--- src/rtl/pci_arb_pkg.sv ---
// pci_arb_pkg: shared encodings and widths for the PCI bus arbiter.
package pci_arb_pkg;

  // OWNER is always a 4-bit index, enough for the largest supported master count.
  localparam int OWNER_W = 4;
  localparam int MAX_REQ = 16;

  // Width of the grant-timeout counter (timeout limit is 1..255).
  localparam int CNT_W = 8;

  // Arbiter states. PARK is only reachable when bus parking is compiled in.
  typedef enum logic [1:0] {
    IDLE  = 2'd0,
    GRANT = 2'd1,
    BUSY  = 2'd2,
    PARK  = 2'd3
  } state_t;

endpackage

--- src/rtl/pci_arb_rr_pick.sv ---
// pci_arb_rr_pick: combinational round-robin search. Starting one past the
// last owner and wrapping at NUM_REQ-1 back to 0, it returns the first
// master whose (active-high) request bit is set.
module pci_arb_rr_pick
  import pci_arb_pkg::*;
#(
  parameter int NUM_REQ = 4
) (
  input  logic [NUM_REQ-1:0] req,
  input  logic [OWNER_W-1:0] last_owner,
  output logic [OWNER_W-1:0] next_idx,
  output logic               any_req
);

  // One extra bit so last_owner + offset cannot overflow before the wrap.
  localparam int IDX_W = OWNER_W + 1;

  logic [MAX_REQ-1:0] req_ext;
  logic [IDX_W-1:0]   idx;
  logic               found;

  // Walk offsets 1..NUM_REQ from the last owner; the first hit wins.
  always_comb begin
    req_ext                = '0;
    req_ext[NUM_REQ-1:0]   = req;
    next_idx               = last_owner;
    found                  = 1'b0;
    idx                    = '0;
    for (int i = 1; i <= NUM_REQ; i++) begin
      idx = {1'b0, last_owner} + IDX_W'(i);
      if (idx >= IDX_W'(NUM_REQ)) begin
        idx = idx - IDX_W'(NUM_REQ);
      end
      if (!found && req_ext[idx[OWNER_W-1:0]]) begin
        next_idx = idx[OWNER_W-1:0];
        found    = 1'b1;
      end
    end
    any_req = |req;
  end

endmodule

--- src/rtl/pci_arbiter.sv ---
// pci_arbiter: round-robin PCI bus arbiter with registered active-low
// grants, hidden arbitration during bus activity and a grant timeout that
// counts only idle bus clocks.
// Optional feature: define PCI_ARB_PARK_EN to park the bus on the last
// owner when nobody is requesting.
module pci_arbiter
  import pci_arb_pkg::*;
#(
  parameter int NUM_REQ     = 4,
  parameter int GNT_TIMEOUT = 16
) (
  input  logic               CLK,
  input  logic               RESET,
  input  logic [NUM_REQ-1:0] REQ,
  output logic [NUM_REQ-1:0] GNT,
  input  logic               FRAME,
  input  logic               IRDY,
  output logic [OWNER_W-1:0] OWNER,
  output logic               GNT_VALID
);

  state_t             state;
  state_t             state_n;
  logic [NUM_REQ-1:0] gnt_n;
  logic [OWNER_W-1:0] owner_n;
  logic [OWNER_W-1:0] pick;
  logic               any_req;
  logic [CNT_W-1:0]   cnt;
  logic [CNT_W-1:0]   cnt_n;
  logic [CNT_W-1:0]   cnt_inc;
  logic               idle;
  logic               idle_d;
  logic               start;
  logic               owner_req;
  logic [NUM_REQ-1:0] req_act;
  logic [MAX_REQ-1:0] req_ext;

  // Active-low GNT pattern with only the given master's bit low.
  function automatic logic [NUM_REQ-1:0] grant_of(input logic [OWNER_W-1:0] idx);
    logic [NUM_REQ-1:0] g;
    for (int i = 0; i < NUM_REQ; i++) begin
      g[i] = (idx != OWNER_W'(i));
    end
    return g;
  endfunction

  // Bus observation: idle, transaction start and the current owner's request.
  always_comb begin
    idle                 = FRAME & IRDY;
    start                = ~FRAME & idle_d;
    req_act              = ~REQ;
    req_ext              = '0;
    req_ext[NUM_REQ-1:0] = req_act;
    owner_req            = req_ext[OWNER];
    cnt_inc              = cnt + CNT_W'(1);
  end

  pci_arb_rr_pick #(
    .NUM_REQ (NUM_REQ)
  ) u_rr_pick (
    .req        (req_act),
    .last_owner (OWNER),
    .next_idx   (pick),
    .any_req    (any_req)
  );

  // Next-state, next-grant, next-owner and timeout counter decisions.
  always_comb begin
    state_n = state;
    gnt_n   = GNT;
    owner_n = OWNER;
    cnt_n   = cnt;
    case (state)
      IDLE: begin
        gnt_n = '1;
        if (any_req) begin
          state_n = GRANT;
          owner_n = pick;
          gnt_n   = grant_of(pick);
          cnt_n   = '0;
        end
`ifdef PCI_ARB_PARK_EN
        else begin
          state_n = PARK;
          gnt_n   = grant_of(OWNER);
        end
`endif
      end

      // Start beats withdrawal, which beats timeout. The grant is dropped on
      // the idle clock that brings the count to GNT_TIMEOUT, so the grant is
      // visible for exactly GNT_TIMEOUT idle clocks. OWNER is kept so the
      // next search skips past a master that timed out.
      GRANT: begin
        if (start) begin
          state_n = BUSY;
          gnt_n   = '1;
          cnt_n   = '0;
        end else if (!owner_req) begin
          state_n = IDLE;
          gnt_n   = '1;
          cnt_n   = '0;
        end else if (idle) begin
          if (cnt_inc == CNT_W'(GNT_TIMEOUT)) begin
            state_n = IDLE;
            gnt_n   = '1;
            cnt_n   = '0;
          end else begin
            cnt_n = cnt_inc;
          end
        end
      end

      // GNT is already all high here, so a hidden grant issued now still
      // leaves at least one all-high clock between two owners.
      BUSY: begin
        gnt_n = '1;
        if (any_req) begin
          state_n = GRANT;
          owner_n = pick;
          gnt_n   = grant_of(pick);
          cnt_n   = '0;
        end else if (idle) begin
          state_n = IDLE;
        end
      end

`ifdef PCI_ARB_PARK_EN
      PARK: begin
        if (start) begin
          state_n = BUSY;
          gnt_n   = '1;
        end else if (owner_req) begin
          state_n = GRANT;
          cnt_n   = '0;
        end else if (any_req) begin
          state_n = IDLE;
          gnt_n   = '1;
        end
      end
`endif

      default: begin
        state_n = IDLE;
        gnt_n   = '1;
        cnt_n   = '0;
      end
    endcase
  end

  // Arbiter state, registered grant outputs and timeout counter.
  always_ff @(posedge CLK or posedge RESET) begin
    if (RESET) begin
      state     <= IDLE;
      GNT       <= '1;
      OWNER     <= '0;
      GNT_VALID <= 1'b0;
      cnt       <= '0;
    end else begin
      state     <= state_n;
      GNT       <= gnt_n;
      OWNER     <= owner_n;
      GNT_VALID <= ~&gnt_n;
      cnt       <= cnt_n;
    end
  end

  // One-clock history of bus idle, used to recognise a transaction start.
  always_ff @(posedge CLK or posedge RESET) begin
    if (RESET) begin
      idle_d <= 1'b0;
    end else begin
      idle_d <= idle;
    end
  end

endmodule

--- config.mk ---
export PLATFORM = sky130hd
export DESIGN_NAME = pci_arbiter
export DESIGN_NICKNAME = d
export VERILOG_FILES = /design/src/rtl/pci_arb_pkg.sv /design/src/rtl/pci_arb_rr_pick.sv /design/src/rtl/pci_arbiter.sv
export SDC_FILE = /design/constraint.sdc
export NUM_CORES = 1
export LEC_CHECK = 0
export CORE_ASPECT_RATIO = 1.75
export CORE_MARGIN = 2
export CORE_UTILIZATION = 25
export DETAILED_ROUTE_END_ITERATION = 8
export PLACE_DENSITY = 0.49
export SLEW_MARGIN = 10
export SYNTH_ARGS = -nofsm -noshare
export SYNTH_HDL_FRONTEND = slang
export SYNTH_SLANG_ARGS = --single-unit
--- constraint.sdc ---
create_clock -name CLK -period 7.2 [get_ports CLK]
set_input_delay 1.8 -clock CLK [delete_from_list [all_inputs] [get_ports CLK]]
set_output_delay 1.8 -clock CLK [all_outputs]
set_load 0.03 [all_outputs]
==> flow_metrics.py, run 1 <==
metrics = {
    "synthesis": {
        "synth_compound_area_share_pct": 21.47,
        "synth_area_per_cell_um2": 9.550,
        "post_synth_num_cell_types": 52,
        "synthesized_net_count": 187,
        "synth-adder-area-share_pct": 10.26,
        "synth.largest_area_cell": "dfrtp_1",
        "synth-warning-count": 0,
        "synth_cells": 166,
        "ys_seq_elements": 20,
        "synth_edf_count": 0,
        "synth_sequential_area_ratio_pct": 31.89,
        "synth_top_family_by_area": "compound AO/OA/AOI/OAI gates",
        "synth.area.top_cells": "dfrtp_1 (25%), ha_1 (10%), dfstp_2 (6.6%)",
        "muxShareOfSynthArea_pct": 7.814,
        "yosys_most_used_dff": "dfrtp_1",
        "yosysTopAreaCellShare_pct": 25.26,
        "synth_xor_xnor_area_share_pct": 3.315,
        "synthesis.area_mm2": 0.001585,
        "synth_simple_gate_area_share_pct": 21.39,
        "share_of_async_settable_or_async_resettable_flops_after_synthesis_pct": 100.0,
    },
    "route": {
        "drtIter0Drc": 42,
        "vias_per_cell": 4.954,
        "vias": 1298,
        "route.detailed.wl_per_inst_um": 13.92,
        "ant_nets": 0,
        "detailed_route_drc_error_count": 0,
        "drt_pre_antenna_iters": 4,
        "drt_wl_total_mm": 3.647,
    },
    "grt": {
        "grt_usage_pct": 11.49,
        "grt_max_degree": 21,
        "grt_first_pass_wirelength_mm": 6.389,
        "use_met1_pct": 12.39,
        "residual_overflow_from_global_routing": 0,
        "gr-usage-met2_pct": 22.17,
        "grt.met3_usage_pct": 1.433,
        "grt_busiest_layer": "met2",
        "first_global_vias": 1350,
        "grt_antenna_before_repair": 0,
    },
    "placed_design": {
        "dpl.hpwl_mm": 2.861,
        "gp_congestion": 0.7644,
        "io_buffers": 16,
        "post_placement_worst_setup_slack_ps": 2980,
    },
    "floorplanning": {
        "initial_utilization_pct": 25.65,
        "rows": 38,
        "core_mm2": 0.006181,
        "ios": 17,
        "die_area_mm2": 0.007019,
        "vert_die_dim_um": 109.3,
        "die_w_um": 64.20,
    },
    "run": {
        "maxCapViolations": 0,
    },
    "sta": {
        "setup_skew_ps": 3.628,
        "timing.setup.tns_ps": 0,
        "min_period_ps": 3944,
        "drv_slew": 0,
        "maxClockFrequency_mhz": 253.5,
        "postLayoutSetupSlackWorst_ps": 3256,
        "rsz0062_at_grt": "false",
        "maxSlewHeadroom_pct": 47.51,
        "period_share_pct": 54.78,
        "worst-slew-pin-transition_ps": 786.5,
        "hold_viol_final": 0,
        "final-setup-viol-count": 0,
    },
    "critical_path": {
        "worst_path_arrival_ps": 4080,
        "critical-path-slowest-cell": "mux4_2",
        "number_of_buffer_and_inverter_stages_on_the_critical_path": 1,
        "path_max_fanout": 12,
        "cp_top_family": "simple AND/OR/NAND/NOR gates",
        "required_time_of_the_critical_path_ps": 7340,
        "setup.worst_path.class": "in -> reg",
        "critPathCaptureType": "flop",
        "timing.critical_path.slowest_cell_delay_ps": 540,
        "cp_startpoint_kind": "primary input",
        "crit_chain": "clkdlybuf4s50_1 > mux4_2 > or3_4 > o22ai_2 > or2_4 > o21ai_0",
    },
    "clocking": {
        "hold_buffers": 0,
        "h-tree-depth": 1,
        "numCtsBuffers": 3,
        "clock_path_buffers": 2,
        "cts.repair_timing.setup_buffer_count": 0,
        "cts-resized-gates": 0,
        "clock_insertion_delay_worst_skew_ps": 260,
        "tritoncts_clock_tree": "built",
        "cts.reportedPaths.clkPinSlew_ps": 80,
        "clock_sink_count": 20,
        "cts_root_buf": "clkbuf_8",
    },
    "power": {
        "worst_vdd_rail_ir_drop_mv": 0.1670,
        "total_leakage_power_nw": 0.7485,
        "pwr_density_cell_mw_per_mm2": 376.9,
        "power.switching_fraction_pct": 45.37,
        "netSwitchingPower_mw": 0.3197,
        "clkPwrFrac_pct": 12.3,
        "cellInternalPower_mw": 0.3849,
        "combPwrFrac_pct": 61.8,
        "seq_power_share_pct": 25.9,
    },
    "hold_path": {
        "min_delay_worst_type": "reg -> reg",
    },
    "cells_and_area": {
        "postLayoutCoreUtil_pct": 30.24,
        "n_antenna_cell": 0,
        "multi_input_gate_area_in_the_final_layout_mm2": 0.001018,
        "final_nets": 204,
        "fillerInstances": 673,
        "post_route_cells_drive_above_1_share_pct": 10.99,
        "syn2layout_area_growth_pct": 17.92,
        "ff_latch_area_um2": 505.5,
    },
    "status": {
        "status": "complete, no violations",
    },
}
[synthesized netlist by cell type (all sizes together), types with 2 or more instances]
| cell | number |
|---|---|
| a21oi | 4 |
| nor2b | 6 |
| or3 | 4 |
| a31oi | 5 |
| mux2i | 3 |
| dfrtp | 16 |
| nand2b | 7 |
| nor3 | 3 |
| a41oi | 2 |
| inv | 8 |
| nand3b | 2 |
| or2 | 2 |
| nand2 | 8 |
| xnor2 | 3 |
| nand3 | 4 |
| nor2 | 12 |
| buf | 4 |
| ha | 13 |
| dfstp | 4 |
| mux4 | 4 |
| a211oi | 3 |
| o21ai | 16 |
| o31ai | 3 |
| and3 | 3 |
| o31a | 3 |
| xor2 | 3 |
| and2 | 4 |
[through the flow]
step | hold slack [ps] | total power [mW] | std cells | instance area (um2)
detailed placement | 474.6 | 0.6240 | 258 | 1814
global placement | 466.7 | 0.6235 | 258 | 1814
global route | 537.3 | 0.7700 | 262 | 1869
CTS | 485.0 | 0.7118 | 262 | 1869
floorplan | 437.7 | 0.5246 | 166 | 1585
finish | 482.1 | 0.7045 | 262 | 1869
[sequential cells by signal, summed over array words and instances, names as in the netlist]
register	flops
idle_d	1
OWNER	4
GNT	4
GNT_VALID	1
state	2
cnt	8
[path summary, 6_finish.rpt]
kind / slack [ps] / startpoint / to / depth (start not counted)
worst min-delay path: 480 / cnt[7] / cnt[7] / 1
worst min register to register: 480 / cnt[7] / cnt[7] / 1
worst max-delay path: 3260 / REQ[3] / cnt[3] / 6
min in group asynchronous: 1980 / RESET / GNT_VALID / 2
max in group asynchronous: 4720 / RESET / cnt[2] / 2
worst max register to register: 4040 / OWNER[2] / GNT_VALID / 9
[cell usage in the layout (no fill, tap or decap), drive strengths merged, types with 5 or more instances in the layout]
cell / netlist / final
nor2: 12 / 12
nor2b: 6 / 6
nand2b: 7 / 7
clkdlybuf4s50: 0 / 16
ha: 13 / 13
inv: 8 / 8
nand2: 8 / 8
a31oi: 5 / 5
dfrtp: 16 / 16
o21ai: 16 / 16
[power groups by stage]
| stage | clock [mW] | combinational, mW | sequential, mW |
|---|---|---|---|
| after floorplan | 0 | 0.329 | 0.196 |
| after global placement | 0 | 0.437 | 0.186 |
| after detailed placement | 0 | 0.438 | 0.186 |
| after CTS | 0.0888 | 0.439 | 0.184 |
| after global routing | 0.0946 | 0.486 | 0.189 |
| final | 0.0868 | 0.435 | 0.183 |
[worst reg2reg max path, cell delays in order, from the launching register on]
cell      delay, ps
dfrtp_1         700
ha_1            360
nand3b_1        150
and2_1          210
ha_1            290
nor2b_1          50
a311oi_1        370
a211oi_1        200
o31a_1          420
or2_2           310
[per-layer routing]
metal,vias up,wire (um)
li1,651,-
met1,622,1487
met2,18,2000
met3,7,76
met4,0,82
met5,-,0
[layout make-up]
cell class | count | area share, %
Multi-Input combinational cell | 134 | 54.48
Clock buffer | 4 | 2.945
Tap cell | 80 | 5.355
Sequential cell | 20 | 27.04
Inverter | 8 | 1.606
Timing Repair Buffer | 16 | 8.568
[kinds of logic after synthesis]
kind of cell | after synthesis
multiplexers | 7
AO/OA/AOI/OAI | 48
adder cells (fa/ha/maj) | 13
flip-flops | 20
buffers and inverters | 12
XOR/XNOR | 6
AND/OR/NAND/NOR | 60
(Power assumes the default switching activity.)
==> run 2: changes to the inputs <==
==> constraint.sdc (replaced) <==
create_clock -name CLK -period 3.83 [get_ports CLK]
set_input_delay 0.9575 -clock CLK [delete_from_list [all_inputs] [get_ports CLK]]
set_output_delay 0.9575 -clock CLK [all_outputs]
set_load 0.03 [all_outputs]
==> flow_metrics.py, run 2 (same netlist as run 1, synthesis figures left out) <==
metrics = {
    "status": {
        "status": "complete, no violations",
    },
    "critical_path": {
        "number_of_buffer_and_inverter_stages_on_the_critical_path": 1,
        "timing.critical_path.slowest_cell_delay_ps": 600,
        "crit_chain": "inv_1 > ha_1 > a21oi_1 > xnor2_1 > ha_1 > a2bb2oi_1 > o2bb2ai_1 > o211a_1 > o31a_1 > o32ai_1 > mux2i_1",
        "required_time_of_the_critical_path_ps": 3950,
        "path_max_fanout": 11,
        "setup.worst_path.class": "reg -> reg",
        "critical-path-slowest-cell": "dfrtp_1",
        "worst_path_arrival_ps": 3250,
        "cp_startpoint_kind": "flop",
        "crit_path_frequent_cell": "ha_1",
        "critPathCaptureType": "flop",
        "cp_top_family": "compound AO/OA/AOI/OAI gates",
    },
    "sta": {
        "worst-slew-pin-transition_ps": 751.1,
        "final-setup-viol-count": 0,
        "maxClockFrequency_mhz": 319.2,
        "hold_viol_final": 0,
        "period_share_pct": 81.79,
        "min_period_ps": 3133,
        "setup_skew_ps": 7.732,
        "rsz0062_at_grt": "false",
        "timing.setup.tns_ps": 0,
        "maxSlewHeadroom_pct": 49.87,
        "drv_slew": 0,
    },
    "grt": {
        "grt_first_pass_wirelength_mm": 6.520,
        "first_global_vias": 1386,
        "residual_overflow_from_global_routing": 0,
        "grt_antenna_before_repair": 0,
        "grt_usage_pct": 11.65,
        "grt_max_degree": 21,
    },
    "placed_design": {
        "io_buffers": 16,
        "dpl.hpwl_mm": 2.913,
        "gp_congestion": 0.7517,
    },
    "power": {
        "combPwrFrac_pct": 63.1,
        "report.power.total_mw": 1.314,
        "seq_power_share_pct": 26.2,
        "total_leakage_power_nw": 0.7529,
        "worst_vdd_rail_ir_drop_mv": 0.3232,
        "power.switching_fraction_pct": 45.35,
        "clkPwrFrac_pct": 10.7,
        "pwr_density_cell_mw_per_mm2": 701.0,
        "netSwitchingPower_mw": 0.5958,
        "cellInternalPower_mw": 0.7180,
    },
    "cells_and_area": {
        "layout_common_cells": "dfrtp_1 (16), clkdlybuf4s50_1 (16), o21ai_0 (13), ha_1 (13), nor2_1 (12)",
        "largest_register_ffs": 8,
        "n_antenna_cell": 0,
        "top_regs": "cnt (8), GNT (4), OWNER (4)",
        "final_nets": 206,
        "registers.top_by_ff_count": "cnt",
        "post_route_cells_drive_above_1_share_pct": 11.41,
        "syn2layout_area_growth_pct": 18.23,
        "fillerInstances": 663,
        "multi_input_gate_area_in_the_final_layout_mm2": 0.001018,
        "postLayoutCoreUtil_pct": 30.32,
        "ff_latch_area_um2": 505.5,
    },
    "route": {
        "drt_pre_antenna_iters": 4,
        "drtIter0Drc": 64,
        "route.detailed.wl_per_inst_um": 13.92,
        "met3_length_um": 68,
        "wl_met1_mm": 1.420,
        "drt_wl_total_mm": 3.676,
        "vias": 1337,
        "ant_nets": 0,
        "vias_per_cell": 5.064,
        "detailed_route_drc_error_count": 0,
        "topRoutingLayerUsed": "met4",
        "route.met2.wl_mm": 2.119,
    },
    "floorplanning": {
        "rows": 38,
        "die_w_um": 64.20,
        "vert_die_dim_um": 109.3,
        "core_mm2": 0.006181,
        "initial_utilization_pct": 25.65,
        "ios": 17,
        "die_area_mm2": 0.007019,
    },
    "hold_path": {
        "min_delay_worst_type": "reg -> reg",
    },
    "clocking": {
        "clock_insertion_delay_worst_skew_ps": 260,
        "cts-resized-gates": 0,
        "clock_sink_count": 20,
        "cts.reportedPaths.clkPinSlew_ps": 70,
        "tritoncts_clock_tree": "built",
        "clock_path_buffers": 2,
        "hold_buffers": 0,
        "numCtsBuffers": 3,
        "cts_root_buf": "clkbuf_8",
        "cts.repair_timing.setup_buffer_count": 0,
        "h-tree-depth": 1,
    },
    "run": {
        "maxCapViolations": 0,
    },
}
==> run 2: cell count changes in the layout (fill, tap and decap cells not counted) <==
cell | before | now
buf_4 | 0 | 2
clkbuf_1 | 0 | 1
clkbuf_8 | 4 | 3
==> run 2: worst register-to-register path, cell delays in order (launching register included) <==
cell       delay, ps
dfrtp_1          600
inv_1            230
ha_1             260
a21oi_1          170
xnor2_1          240
ha_1             230
a2bb2oi_1         60
o2bb2ai_1        170
o211a_1          180
o31a_1           300
o32ai_1          410
mux2i_1          140
==> run 2: worst paths after layout <==
kind	depth (start not counted)	endpoint	slack, ps	startpoint
hold / removal	1	state[1]	500	state[1]
min in group asynchronous	2	OWNER[1]	1130	RESET
setup reg to reg	11	OWNER[1]	700	OWNER[1]
hold reg to reg	1	state[1]	500	state[1]
max in group asynchronous	2	cnt[2]	2230	RESET
setup / recovery	11	OWNER[1]	700	OWNER[1]
==> run 2: final cells by class <==
cell class	count	area share (%)
multi-input cells	134	54.34
repair buffers	18	9.346
well taps	80	5.340
clock buffers	4	2.403
flip-flops and latches	20	26.97
inverters	8	1.602
==> run 2: per-stage QoR <==
| step | hold slack (ps) | instance area [um2] | std cells | worst slack (ps) |
|---|---|---|---|---|
| final | 496.6 | 1874 | 264 | 697.4 |
| after global routing | 521.7 | 1874 | 264 | 388.4 |
| after CTS | 492.3 | 1874 | 264 | 611.9 |
| after detailed placement | 478.6 | 1829 | 260 | 537.0 |
| after global placement | 496.7 | 1829 | 260 | 566.1 |
| after floorplan | 437.7 | 1585 | 166 | 975.3 |
==> run 2: metal layers <==
layer / track usage [%] / vias up
li1: - / 652
met5: 0 / -
met3: 1.228 / 6
met1: 12.62 / 661
met4: 4.103 / 0
met2: 22.92 / 18
==> run 2: power by group through the flow <==
| stage | clock network, mW | logic (mW) | registers, mW |
|---|---|---|---|
| finish | 0.140 | 0.829 | 0.344 |
| global route | 0.155 | 0.931 | 0.357 |
| CTS | 0.148 | 0.842 | 0.347 |
| detailed placement | 0 | 0.840 | 0.350 |
| global placement | 0 | 0.837 | 0.350 |
| floorplan | 0 | 0.618 | 0.368 |
